File: src/rtl/pid_sched_pkg.sv
// Shared types, default widths and round-robin pick for the PID channel scheduler.
package pid_sched_pkg;

  typedef enum logic [1:0] {
    StIdle,
    StIssue,
    StWait,
    StWb
  } sched_state_e;

  localparam int unsigned DefDw = 8;
  localparam int unsigned DefAw = 16;
  localparam int unsigned MaxCh = 8;

  // One-hot grant: first pending channel at or above ptr, wrapping modulo n.
  function automatic logic [MaxCh-1:0] rr_pick(input logic [MaxCh-1:0] pend,
                                               input logic [2:0]       ptr,
                                               input int unsigned      n);
    logic [MaxCh-1:0] gnt;
    logic             found;
    logic [2:0]       idx;
    gnt   = '0;
    found = 1'b0;
    for (int unsigned k = 0; k < MaxCh; k++) begin
      idx = 3'((32'(ptr) + k) % n);
      if ((k < n) && !found && pend[idx]) begin
        gnt[idx] = 1'b1;
        found    = 1'b1;
      end
    end
    return gnt;
  endfunction

endpackage

File: src/rtl/pid_channel_scheduler_if.sv
// Handshake and operand/result bus between the scheduler and the shared PID datapath.
interface pid_channel_scheduler_if
  import pid_sched_pkg::*;
#(
  parameter int unsigned DW = DefDw,
  parameter int unsigned AW = DefAw
) ();

  logic          dp_start;
  logic [DW-1:0] dp_sp;
  logic [DW-1:0] dp_fb;
  logic [AW-1:0] dp_int_in;
  logic [AW-1:0] dp_perr_in;
  logic          dp_done;
  logic [AW-1:0] dp_int_out;
  logic [AW-1:0] dp_perr_out;
  logic [DW-1:0] dp_ctrl;

  modport master (
    output dp_start, dp_sp, dp_fb, dp_int_in, dp_perr_in,
    input  dp_done, dp_int_out, dp_perr_out, dp_ctrl
  );

  modport slave (
    input  dp_start, dp_sp, dp_fb, dp_int_in, dp_perr_in,
    output dp_done, dp_int_out, dp_perr_out, dp_ctrl
  );

endinterface

File: src/rtl/pid_rr_arbiter.sv
// Combinational round-robin arbiter: one-hot grant from pending requests and a search pointer.
module pid_rr_arbiter
  import pid_sched_pkg::*;
#(
  parameter int unsigned NUM_CH = 4
) (
  input  logic [NUM_CH-1:0]         pending_i,
  input  logic [$clog2(NUM_CH)-1:0] ptr_i,
  output logic [NUM_CH-1:0]         gnt_o
);

  logic [MaxCh-1:0] pend_ext;
  logic [MaxCh-1:0] gnt_ext;
  logic             unused_gnt;

  assign pend_ext   = MaxCh'(pending_i);
  assign gnt_ext    = rr_pick(pend_ext, 3'(ptr_i), NUM_CH);
  assign gnt_o      = gnt_ext[NUM_CH-1:0];
  assign unused_gnt = ^gnt_ext;

endmodule

File: src/rtl/pid_channel_scheduler.sv
// Time-shares one PID datapath among NUM_CH loops; holds per-channel context.
// Optional WAIT timeout with sticky err_timeout when PID_SCHED_TIMEOUT_EN is defined.
module pid_channel_scheduler
  import pid_sched_pkg::*;
#(
  parameter int unsigned NUM_CH  = 4,
  parameter int unsigned DW      = DefDw,
  parameter int unsigned AW      = DefAw,
  parameter int unsigned TIMEOUT = 15
) (
  input  logic                    clk,
  input  logic                    rst,
  input  logic [NUM_CH-1:0]       req,
  input  logic [NUM_CH*DW-1:0]    sp_flat,
  input  logic [NUM_CH*DW-1:0]    fb_flat,
  input  logic                    ctx_clr,
  output logic [NUM_CH-1:0]       ack,
  output logic [NUM_CH*DW-1:0]    ctrl_flat,
  output logic                    busy,
  output logic                    err_timeout,
  pid_channel_scheduler_if.master dp
);

  localparam int unsigned   PW     = $clog2(NUM_CH);
  localparam logic [PW-1:0] LastCh = PW'(NUM_CH - 1);

  sched_state_e      state_q, state_d;
  logic [NUM_CH-1:0] pending_q, pending_d;
  logic [NUM_CH-1:0] ack_q, ack_d;
  logic [NUM_CH-1:0] gnt_oh;
  logic [PW-1:0]     ptr_q, ptr_d;
  logic [PW-1:0]     grant_q, grant_d;
  logic [PW-1:0]     gnt_idx, ptr_next;
  logic [DW-1:0]     sp_q, sp_d, fb_q, fb_d;
  logic [DW-1:0]     res_ctrl_q, res_ctrl_d;
  logic [AW-1:0]     res_int_q, res_int_d, res_perr_q, res_perr_d;
  logic [AW-1:0]     int_q  [NUM_CH];
  logic [AW-1:0]     int_d  [NUM_CH];
  logic [AW-1:0]     perr_q [NUM_CH];
  logic [AW-1:0]     perr_d [NUM_CH];
  logic [DW-1:0]     ctrl_q [NUM_CH];
  logic [DW-1:0]     ctrl_d [NUM_CH];

`ifdef PID_SCHED_TIMEOUT_EN
  logic [7:0] cnt_q, cnt_d;
  logic       err_q, err_d;
  assign err_timeout = err_q;
`else
  logic unused_timeout;
  assign unused_timeout = ^TIMEOUT;
  assign err_timeout    = 1'b0;
`endif

  pid_rr_arbiter #(
    .NUM_CH(NUM_CH)
  ) u_arb (
    .pending_i(pending_q),
    .ptr_i    (ptr_q),
    .gnt_o    (gnt_oh)
  );

  always_comb begin
    gnt_idx = '0;
    for (int unsigned i = 0; i < NUM_CH; i++) begin
      if (gnt_oh[i]) gnt_idx = PW'(i);
    end
  end

  assign ptr_next = (grant_q == LastCh) ? '0 : grant_q + PW'(1);

  always_comb begin
    state_d    = state_q;
    pending_d  = pending_q | req;
    ack_d      = '0;
    ptr_d      = ptr_q;
    grant_d    = grant_q;
    sp_d       = sp_q;
    fb_d       = fb_q;
    res_int_d  = res_int_q;
    res_perr_d = res_perr_q;
    res_ctrl_d = res_ctrl_q;
    int_d      = int_q;
    perr_d     = perr_q;
    ctrl_d     = ctrl_q;
`ifdef PID_SCHED_TIMEOUT_EN
    cnt_d      = cnt_q;
    err_d      = err_q;
`endif

    case (state_q)
      StIdle: begin
        if (|pending_q) begin
          grant_d = gnt_idx;
          sp_d    = sp_flat[gnt_idx*DW +: DW];
          fb_d    = fb_flat[gnt_idx*DW +: DW];
          state_d = StIssue;
        end
      end
      StIssue: begin
        state_d = StWait;
`ifdef PID_SCHED_TIMEOUT_EN
        cnt_d   = '0;
`endif
      end
      StWait: begin
        // Results are valid only in the dp_done cycle, so capture them for WB.
        if (dp.dp_done) begin
          res_int_d  = dp.dp_int_out;
          res_perr_d = dp.dp_perr_out;
          res_ctrl_d = dp.dp_ctrl;
          state_d    = StWb;
        end
`ifdef PID_SCHED_TIMEOUT_EN
        else if (cnt_q == 8'(TIMEOUT - 1)) begin
          ptr_d   = ptr_next;
          err_d   = 1'b1;
          state_d = StIdle;
        end else begin
          cnt_d = cnt_q + 8'd1;
        end
`endif
      end
      StWb: begin
        int_d[grant_q]     = res_int_q;
        perr_d[grant_q]    = res_perr_q;
        ctrl_d[grant_q]    = res_ctrl_q;
        pending_d[grant_q] = req[grant_q];
        ack_d[grant_q]     = 1'b1;
        ptr_d              = ptr_next;
        state_d            = StIdle;
      end
      default: state_d = StIdle;
    endcase

    if (ctx_clr) begin
      state_d   = StIdle;
      pending_d = '0;
      ack_d     = '0;
      ptr_d     = ptr_q;
      for (int unsigned i = 0; i < NUM_CH; i++) begin
        int_d[i]  = '0;
        perr_d[i] = '0;
        ctrl_d[i] = '0;
      end
`ifdef PID_SCHED_TIMEOUT_EN
      err_d = 1'b0;
`endif
    end
  end

  always_ff @(posedge clk) begin
    if (rst) begin
      state_q    <= StIdle;
      pending_q  <= '0;
      ack_q      <= '0;
      ptr_q      <= '0;
      grant_q    <= '0;
      sp_q       <= '0;
      fb_q       <= '0;
      res_int_q  <= '0;
      res_perr_q <= '0;
      res_ctrl_q <= '0;
      for (int unsigned i = 0; i < NUM_CH; i++) begin
        int_q[i]  <= '0;
        perr_q[i] <= '0;
        ctrl_q[i] <= '0;
      end
`ifdef PID_SCHED_TIMEOUT_EN
      cnt_q <= '0;
      err_q <= 1'b0;
`endif
    end else begin
      state_q    <= state_d;
      pending_q  <= pending_d;
      ack_q      <= ack_d;
      ptr_q      <= ptr_d;
      grant_q    <= grant_d;
      sp_q       <= sp_d;
      fb_q       <= fb_d;
      res_int_q  <= res_int_d;
      res_perr_q <= res_perr_d;
      res_ctrl_q <= res_ctrl_d;
      int_q      <= int_d;
      perr_q     <= perr_d;
      ctrl_q     <= ctrl_d;
`ifdef PID_SCHED_TIMEOUT_EN
      cnt_q <= cnt_d;
      err_q <= err_d;
`endif
    end
  end

  assign ack           = ack_q;
  assign busy          = (state_q != StIdle);
  assign dp.dp_start   = (state_q == StIssue);
  assign dp.dp_sp      = sp_q;
  assign dp.dp_fb      = fb_q;
  assign dp.dp_int_in  = int_q[grant_q];
  assign dp.dp_perr_in = perr_q[grant_q];

  for (genvar g = 0; g < NUM_CH; g++) begin : g_ctrl
    assign ctrl_flat[g*DW +: DW] = ctrl_q[g];
  end

endmodule

File: src/flat_wrapper.sv
// flat-port wrapper written by rule: the top's interface ports become plain ports
module pid_channel_scheduler_flat import pid_sched_pkg::*;
#(
  parameter int unsigned NUM_CH  = 4,
  parameter int unsigned DW      = DefDw,
  parameter int unsigned AW      = DefAw,
  parameter int unsigned TIMEOUT = 15
)
  (clk, rst, req, sp_flat, fb_flat, ctx_clr, ack, ctrl_flat, busy, err_timeout, dp_dp_start, dp_dp_sp, dp_dp_fb, dp_dp_int_in, dp_dp_perr_in, dp_dp_done, dp_dp_int_out, dp_dp_perr_out, dp_dp_ctrl);
  pid_channel_scheduler_if #(.DW(DW), .AW(AW)) dp_i ();
  input  logic clk;
  input  logic rst;
  input  logic [NUM_CH-1:0] req;
  input  logic [NUM_CH*DW-1:0] sp_flat;
  input  logic [NUM_CH*DW-1:0] fb_flat;
  input  logic ctx_clr;
  output logic [NUM_CH-1:0] ack;
  output logic [NUM_CH*DW-1:0] ctrl_flat;
  output logic busy;
  output logic err_timeout;
  output wire logic [$bits(dp_i.dp_start)-1:0] dp_dp_start;
  output wire logic [$bits(dp_i.dp_sp)-1:0] dp_dp_sp;
  output wire logic [$bits(dp_i.dp_fb)-1:0] dp_dp_fb;
  output wire logic [$bits(dp_i.dp_int_in)-1:0] dp_dp_int_in;
  output wire logic [$bits(dp_i.dp_perr_in)-1:0] dp_dp_perr_in;
  input wire logic [$bits(dp_i.dp_done)-1:0] dp_dp_done;
  input wire logic [$bits(dp_i.dp_int_out)-1:0] dp_dp_int_out;
  input wire logic [$bits(dp_i.dp_perr_out)-1:0] dp_dp_perr_out;
  input wire logic [$bits(dp_i.dp_ctrl)-1:0] dp_dp_ctrl;
  assign dp_dp_start = dp_i.dp_start;
  assign dp_dp_sp = dp_i.dp_sp;
  assign dp_dp_fb = dp_i.dp_fb;
  assign dp_dp_int_in = dp_i.dp_int_in;
  assign dp_dp_perr_in = dp_i.dp_perr_in;
  assign dp_i.dp_done = dp_dp_done;
  assign dp_i.dp_int_out = dp_dp_int_out;
  assign dp_i.dp_perr_out = dp_dp_perr_out;
  assign dp_i.dp_ctrl = dp_dp_ctrl;
  pid_channel_scheduler #(.NUM_CH(NUM_CH), .DW(DW), .AW(AW), .TIMEOUT(TIMEOUT)) u_core (.clk(clk), .rst(rst), .req(req), .sp_flat(sp_flat), .fb_flat(fb_flat), .ctx_clr(ctx_clr), .ack(ack), .ctrl_flat(ctrl_flat), .busy(busy), .err_timeout(err_timeout), .dp(dp_i));
endmodule
File: config.mk
export PLATFORM = sky130hd
export DESIGN_NAME = pid_channel_scheduler_flat
export DESIGN_NICKNAME = d
export VERILOG_FILES = /design/src/rtl/pid_sched_pkg.sv /design/src/rtl/pid_channel_scheduler_if.sv /design/src/rtl/pid_rr_arbiter.sv /design/src/rtl/pid_channel_scheduler.sv /design/src/flat_wrapper.sv
export SDC_FILE = /design/constraint.sdc
export NUM_CORES = 1
export LEC_CHECK = 0
export CORE_AREA = 2 2 144 146
export DETAILED_ROUTE_END_ITERATION = 10
export DIE_AREA = 0 0 146 148
export GPL_TIMING_DRIVEN = 0
export PLACE_DENSITY = 0.87
export SYNTH_ARGS = -nofsm -noshare
export SYNTH_HDL_FRONTEND = slang
export SYNTH_SLANG_ARGS = --single-unit
File: constraint.sdc
create_clock -name clk -period 4 [get_ports clk]
set_clock_uncertainty 0.1 [all_clocks]
set_input_delay 0.8 -clock clk [delete_from_list [all_inputs] [get_ports clk]]
set_output_delay 0.8 -clock clk [all_outputs]
set_load 0.05 [all_outputs]
==> impl_results.md <==
- Worst R2R Setup Slack: 0.35 ns
- Mean Syn Cell Area: 8.389 µm²
- DR iter-0 viols: 781
- Synth warnings: 0
- Largest area contributor in the netlist: dfxtp_1
- Yosys top cell area share: 0.4748
- Worst-Margin Slew: 0.6783 ns
- Status: finished, final reports clean
- R2R cell count: 10
- Root Driver: clkbuf_16
- Final ANT Viol Nets: 0
- Seq/Total Area, Yosys: 0.4748
- CTS buffer count: 24
- Layout Utilization: 0.6405
- Overall overflow remaining after global route: 0
- Pin count of the biggest net entering global routing: 14
- Chip Width: 146 µm
- Critical path peak fanout: 10
- Port Buffers: 196
- Gp weighted congestion: 0.9127
- CTS tree: done
- Worst min path class: reg -> reg
- # setup viols final: 0
- CP Class: reg -> out
- Syn-to-layout area delta: 32.34%
- Drt total wl: 30950 µm
- Finished Layout Cells: 1664
- Pwr dens: 413.1 nW/µm²
- Core area: 20040 µm²
- DRC: 0
- Die H: 148 µm
- Max-slew headroom at the worst pin: 0.5461
- Place WS: 0.1132 ns
- Clk sinks: 230
- Fmax: 259.3 MHz
- Post-synthesis cell count: 1156
- Worst Setup SP: u_core.grant_q[0]
- Placed Cells: 1622
- Unique masters post-synth: 40
- Crit path launch type: flip-flop
- Vias in the first global route: 9631
- Tmin final: 3.857 ns
- R2R Path Start: u_core.ptr_q[0]
- Worst VDD drop: 0.0002892 V
- Grt met2 use: 0.4788
- Post-Syn Area: 9698 µm²
- Maximum clock path buffer count: 3
- Leak Pwr: 4.164 nW
- H-tree lvl count: 1
- GRT Util Overall: 0.2788
- Crit path arrival time: 2.96 ns
- Starting density of the core: 0.4840
- Global routing usage on met3: 0.05988
- Largest cells by area after synthesis: dfxtp_1, nand2_1, a21oi_1
- Final #Nets: 1505
- Net Count, Synth: 1283
- Via Count: 9487
- Hold Fails Final Rpt: 0
- Wirelength per Cell: 18.60 µm
- Clock slew seen by the registers of the worst setup and hold paths: 0.06 ns
- Rows: 52
- Reg-to-reg endpoint: u_core.dp.dp_fb[0]
- RSZ-0062 raised after global routing: false
- Worst skew pair latency: 0.52 ns
- Share of layout cells above drive strength 1: 0.07968
- First-pass GRT wire length: 48780 µm
- Fill count: 1622
- Crit path to: dp_dp_perr_in[14]
- Final period util: 0.9642
- Pre-antenna DRT Iters: 7
- Post-DP HPWL: 21750 µm
- Io pins: 199
- Grt met1 use: 0.3340
- Maxcap violations: 0
- Die area: 21610 µm²
- Worst Path Required: 3.10 ns
- Antenna violations before repair: 1
- Final WS setup: 0.1434 ns
- Flop and latch count out of synthesis: 230
- Endpoint class of the critical path: output pin
- Hold_ws: 0.3525 ns
- Most Used Layer, Global Route: met2
- Vias per std cell: 5.701
- Final Max Slew Viols: 0
- Post-route setup TNS: 0 ns
## critical path, cell delays in order (launching register included)
cell and delay (ns):
dfxtp_1 0.39, clkbuf_2 0.33, buf_2 0.40, mux4_2 0.60, clkdlybuf4s50_1 0.73
## power by group
group	leakage, nW	internal (W)	total, W	switching, W
Clock	0.403	0.00142	0.00233	0.000911
Combinational	1.90	0.000265	0.000619	0.000354
Sequential	1.86	0.00232	0.00235	0.0000255
## kinds of logic (layout without fill, tap and decap cells)
| group | after synthesis | after routing | synth area share |
|---|---|---|---|
| AND/OR/NAND/NOR | 490 | 490 | 0.2026 |
| AO/OA/AOI/OAI | 278 | 278 | 0.1709 |
| flip-flops | 230 | 230 | 0.4748 |
| buffers and inverters | 103 | 340 | 0.04296 |
| multiplexers | 39 | 39 | 0.08902 |
| adder cells (fa/ha/maj) | 15 | 15 | 0.01935 |
| other | 1 | 2 | 0.0003867 |
## sequential cells by signal, summed over array words and instances (netlist names)
| name | cells |
|---|---|
| u_core.ack | 4 |
| u_core.ctrl_flat | 32 |
| u_core.dp.dp_fb | 8 |
| u_core.dp.dp_sp | 8 |
| u_core.grant_q | 2 |
| u_core.int_q | 64 |
| u_core.pending_q | 4 |
| u_core.perr_q | 64 |
| u_core.ptr_q | 2 |
| u_core.res_ctrl_q | 8 |
| u_core.res_int_q | 16 |
| u_core.res_perr_q | 16 |
| u_core.state_q | 2 |
## worst min path at each step
stage | cells after the start | endpoint | from | slack (ns)
floorplan | 2 | u_core.int_q[16] | u_core.int_q[16] | 0.33
global placement | 2 | u_core.perr_q[10] | u_core.perr_q[10] | 0.34
detailed placement | 2 | u_core.int_q[29] | u_core.int_q[29] | 0.35
CTS | 2 | u_core.int_q[29] | u_core.int_q[29] | 0.35
global route | 2 | u_core.int_q[11] | u_core.int_q[11] | 0.37
finish | 2 | u_core.perr_q[39] | u_core.perr_q[39] | 0.35
## cells in the final DEF, fill, tap and decap left out, types with 3 or more instances in the layout
master | Yosys | routed
a211oi_1 | 19 | 19
a21boi_0 | 16 | 16
a21oi_1 | 204 | 204
a221oi_1 | 7 | 7
a221oi_2 | 11 | 11
and2_1 | 5 | 5
and3_1 | 16 | 16
buf_2 | 2 | 6
buf_6 | 3 | 3
bufinv_16 | 0 | 3
clkbuf_1 | 82 | 84
clkbuf_16 | 0 | 25
clkbuf_2 | 1 | 4
clkbuf_8 | 0 | 5
clkdlybuf4s50_1 | 0 | 196
dfxtp_1 | 230 | 230
ha_1 | 15 | 15
inv_1 | 9 | 9
mux4_2 | 35 | 35
nand2_1 | 409 | 409
nor2_1 | 35 | 35
nor2b_1 | 3 | 3
nor3_1 | 9 | 9
o21ai_0 | 16 | 16
## layer usage
| metal | wire (µm) | up-vias | share of wire |
|---|---|---|---|
| met4 | 1291 | 0 | 0.042 |
| met1 | 11720 | 4529 | 0.38 |
| met5 | 0 | - | 0 |
| met2 | 15090 | 504 | 0.49 |
| li1 | - | 4343 | - |
| met3 | 2854 | 111 | 0.092 |
## area by class of cell
cell class / count / area [µm²] / area share
Buffer: 94 / 391.6 / 0.03051
Timing Repair Buffer: 196 / 1962 / 0.1529
Antenna cell: 1 / 2.502 / 0.0001950
Clock inverter: 7 / 116.4 / 0.009066
Tap cell: 270 / 337.8 / 0.02632
Sequential cell: 230 / 4604 / 0.3587
Inverter: 9 / 33.78 / 0.002632
Multi-Input combinational cell: 823 / 4677 / 0.3644
Clock buffer: 34 / 709.4 / 0.05527
## cell usage after synthesis
cell type	n
a221oi_2	11
nor3b_1	1
clkbuf_1	82
a211oi_2	1
nand3b_1	2
or2_2	1
a221o_2	1
and2b_2	2
and2_1	5
clkbuf_2	1
a21boi_0	16
o21a_1	1
nand2b_1	1
buf_1	5
o311ai_4	1
and3_1	16
nor3_1	9
o21ai_0	16
mux4_1	2
buf_2	2
buf_6	3
inv_1	9
a211oi_1	19
nor2_4	1
or2_4	1
dfxtp_1	230
nor2b_2	1
a221oi_1	7
nor4_1	1
nand2_1	409
and2_2	2
nor2b_1	3
buf_4	1
mux4_2	35
nor2_1	35
conb_1	1
mux2_2	2
a21oi_1	204
ha_1	15
a211o_2	1
## through the flow
step | total power, W | instance area (µm²)
finish | 0.005302 | 12830
global route | 0.005453 | 12830
CTS | 0.005304 | 12840
detailed placement | 0.003008 | 12000
global placement | 0.002995 | 12000
floorplan | 0.002752 | 9698
## what timing repair did
action / in CTS / in global routing
hold buffers: 0 / 0
pin swaps: 0 / 0
resized for setup: 7 / 7
buffers inserted: 0 / 0
setup endpoints to repair: 28 / 21
Power figures use the tool's default switching activity.
==> RTL change: new RTL, same settings <==
Build with the macro `PID_SCHED_TIMEOUT_EN` defined.
--- a/src/rtl/pid_channel_scheduler.sv
+++ b/src/rtl/pid_channel_scheduler.sv
@@ -1,5 +1,7 @@
 // Time-shares one PID datapath among NUM_CH loops; holds per-channel context.
 // Optional WAIT timeout with sticky err_timeout when PID_SCHED_TIMEOUT_EN is defined.
+`define PID_SCHED_TIMEOUT_EN
+
 module pid_channel_scheduler
   import pid_sched_pkg::*;
 #(
Behaviour: same outputs for any inputs over 4 cycles, from zero or initial values and one cycle with rst high; that may be too few to reach the edited logic, so the function may still have changed.
==> RTL change against the original RTL <==
Final area grew 5.6%; synthesized area rose by 7.2%; sequential cell count increased by 9; setup slack got worse by 0.047 ns; core utilization up 3.6 points; total power increased by 2.5%; die area unchanged; critical path type unchanged; routed wire length up 5.3%.
==> RTL change: results (changes against the original RTL) <==
Parameter                              Value

Synthesis
  Arithmetic-cell share of the synthesized area counting full adders, half adders and majority gates ... 1.56% (-0.37 points)
  Xor-xnor portion of the synthesized cell area ... 0.337% (+0.34 points)
  Most used flip-flop cell after synthesis ... dfxtp_1
  Synth unique cells ... 56 (+40%)
  Synthesized netlist net count ... 1,366 (+6.5%)
  Synthesized-area fraction occupied by ao, oa, aoi and oai cells ... 17.4% (+0.33 points)
  Main area contributors after synthesis ... dfxtp_1 (46%), nand2_1 (15%), a21oi_1 (9.9%), mux4_2 (7.8%), clkbuf_1 (2.9%)
  Multiplexer share of the synthesized area ... 8.20% (-0.71 points)
  Cells after synthesis ... 1,241 (+7.4%)
  Share of synthesized area occupied by flip-flops and latches ... 46.0% (-1.5 points)

Power and ir drop
  Largest vdd supply drop ... 286 µV (-1.3%)
  Switch share ... 25.4% (+1.0 points)
  Leakage power ... 4.63 nW (+11%)

Global routing
  Pin count of the biggest net entering global routing ... 16 (+2)
  Number of global-route vias before repair ... 10,000 (+3.9%)
  GR Util met2 ... 50.9% (+3.0 points)
  Met1 Track Usage GR ... 35.1% (+1.7 points)
  Wire length of the first global-routing pass ... 50.6 mm (+3.8%)
  Antenna violations before repair ... 0 (-1)
  Global-route total usage across every layer ... 28.9% (+1.1 points)

Finish
  Final-stage net count ... 1,589 (+5.6%)
  Antenna diode instance count ... 0 (-1)
  Proportion of layout cells with a drive suffix above 1 ... 8.78% (+0.82 points)
  Final Instance Count excl. Fillers ... 1,750 (+5.2%)

Routing
  First-pass iteration count of the detailed router ... 5 (-2)
  Vias/cell ... 5.80 (+1.7%)
  Overall routed net length ... 32.6 mm (+5.3%)

Place
  Total half-perimeter wirelength after legalization and detailed placement ... 23.0 mm (+5.9%)
  Dpl cells ... 1,708 (+5.3%)
  I/O Buffers ... 197 (+0.51%)
  Final RePlAce weighted congestion ... 0.871 (-4.5%)

Min path
  Launch instance of the worst min-delay path ... u_core.int_q[2]$_SDFFE_PP0P_

Setup path
  Critical Path End ... dp_dp_perr_in[9]
  Flop2flop setup slack ... 0.45 ns (+0.10 ns)
  Terminus of the critical flop-to-flop path ... u_core.dp.dp_fb[6]$_SDFFE_PP0P_
  Arrival time at the worst endpoint ... 3.00 ns (+0.04 ns)
  FF-to-FF path depth ... 9 (-1)

Outcome
  Result of the run ... completed

Timing
  Worst relative slew slack ... 45.8% (-8.9 points)

Clock network
  CTS H-Tree Depth ... 1 (unchanged)
-- RTL change: layout make-up --
class,instances,area (µm²)
flip-flops and latches,239,4780
inverters,11,41.3
plain buffers,95,434
well taps,270,338
clock buffers,31,688
fillers,1592,6480
multi-input cells,896,5150
clock inverters,11,119
repair buffers,197,2000
-- RTL change: through the flow --
step           setup TNS [ns]  hold slack (ns)  worst slack [ns]
6_report                    0            0.354            0.0968
5_1_grt                     0            0.371            0.0218
4_1_cts                     0            0.353           0.00111
3_5_place_dp            -5.77            0.344            -0.278
3_3_place_gp            -3.48            0.339            -0.188
2_1_floorplan               0            0.333             0.939
-- RTL change: worst max-delay path: cells and delay by family (launching register included) --
kind	cells	cell delay [ns]
mux	1	0.40
flops	1	0.39
buf+inv	4	1.70
-- RTL change: power by group through the flow --
| stage | logic, mW | registers [mW] | clock network, mW |
|---|---|---|---|
| floorplan | 0.301 | 2.60 | 0 |
| global placement | 0.658 | 2.50 | 0 |
| detailed placement | 0.671 | 2.51 | 0 |
| CTS | 0.679 | 2.45 | 2.31 |
| global route | 0.720 | 2.46 | 2.40 |
| finish | 0.681 | 2.46 | 2.30 |
-- RTL change: logic make-up after synthesis --
group / count (synthesis)
fa+ha+maj: 13
xor+xnor: 4
buf+inv: 106
simple gates: 546
mux: 40
compound gates: 293
flops: 239
-- RTL change: metal layers --
metal	routed length, µm	share of wire (%)
met5	0	0
met4	1030	3.2
met3	2950	9.1
met2	16000	49
met1	12600	39
-- RTL change: timing repair --
item,4_1_cts,5_1_grt
endpoints found under the setup margin,32,14
gates resized for setup,18,17
pin swaps,0,0
cloned,0,0
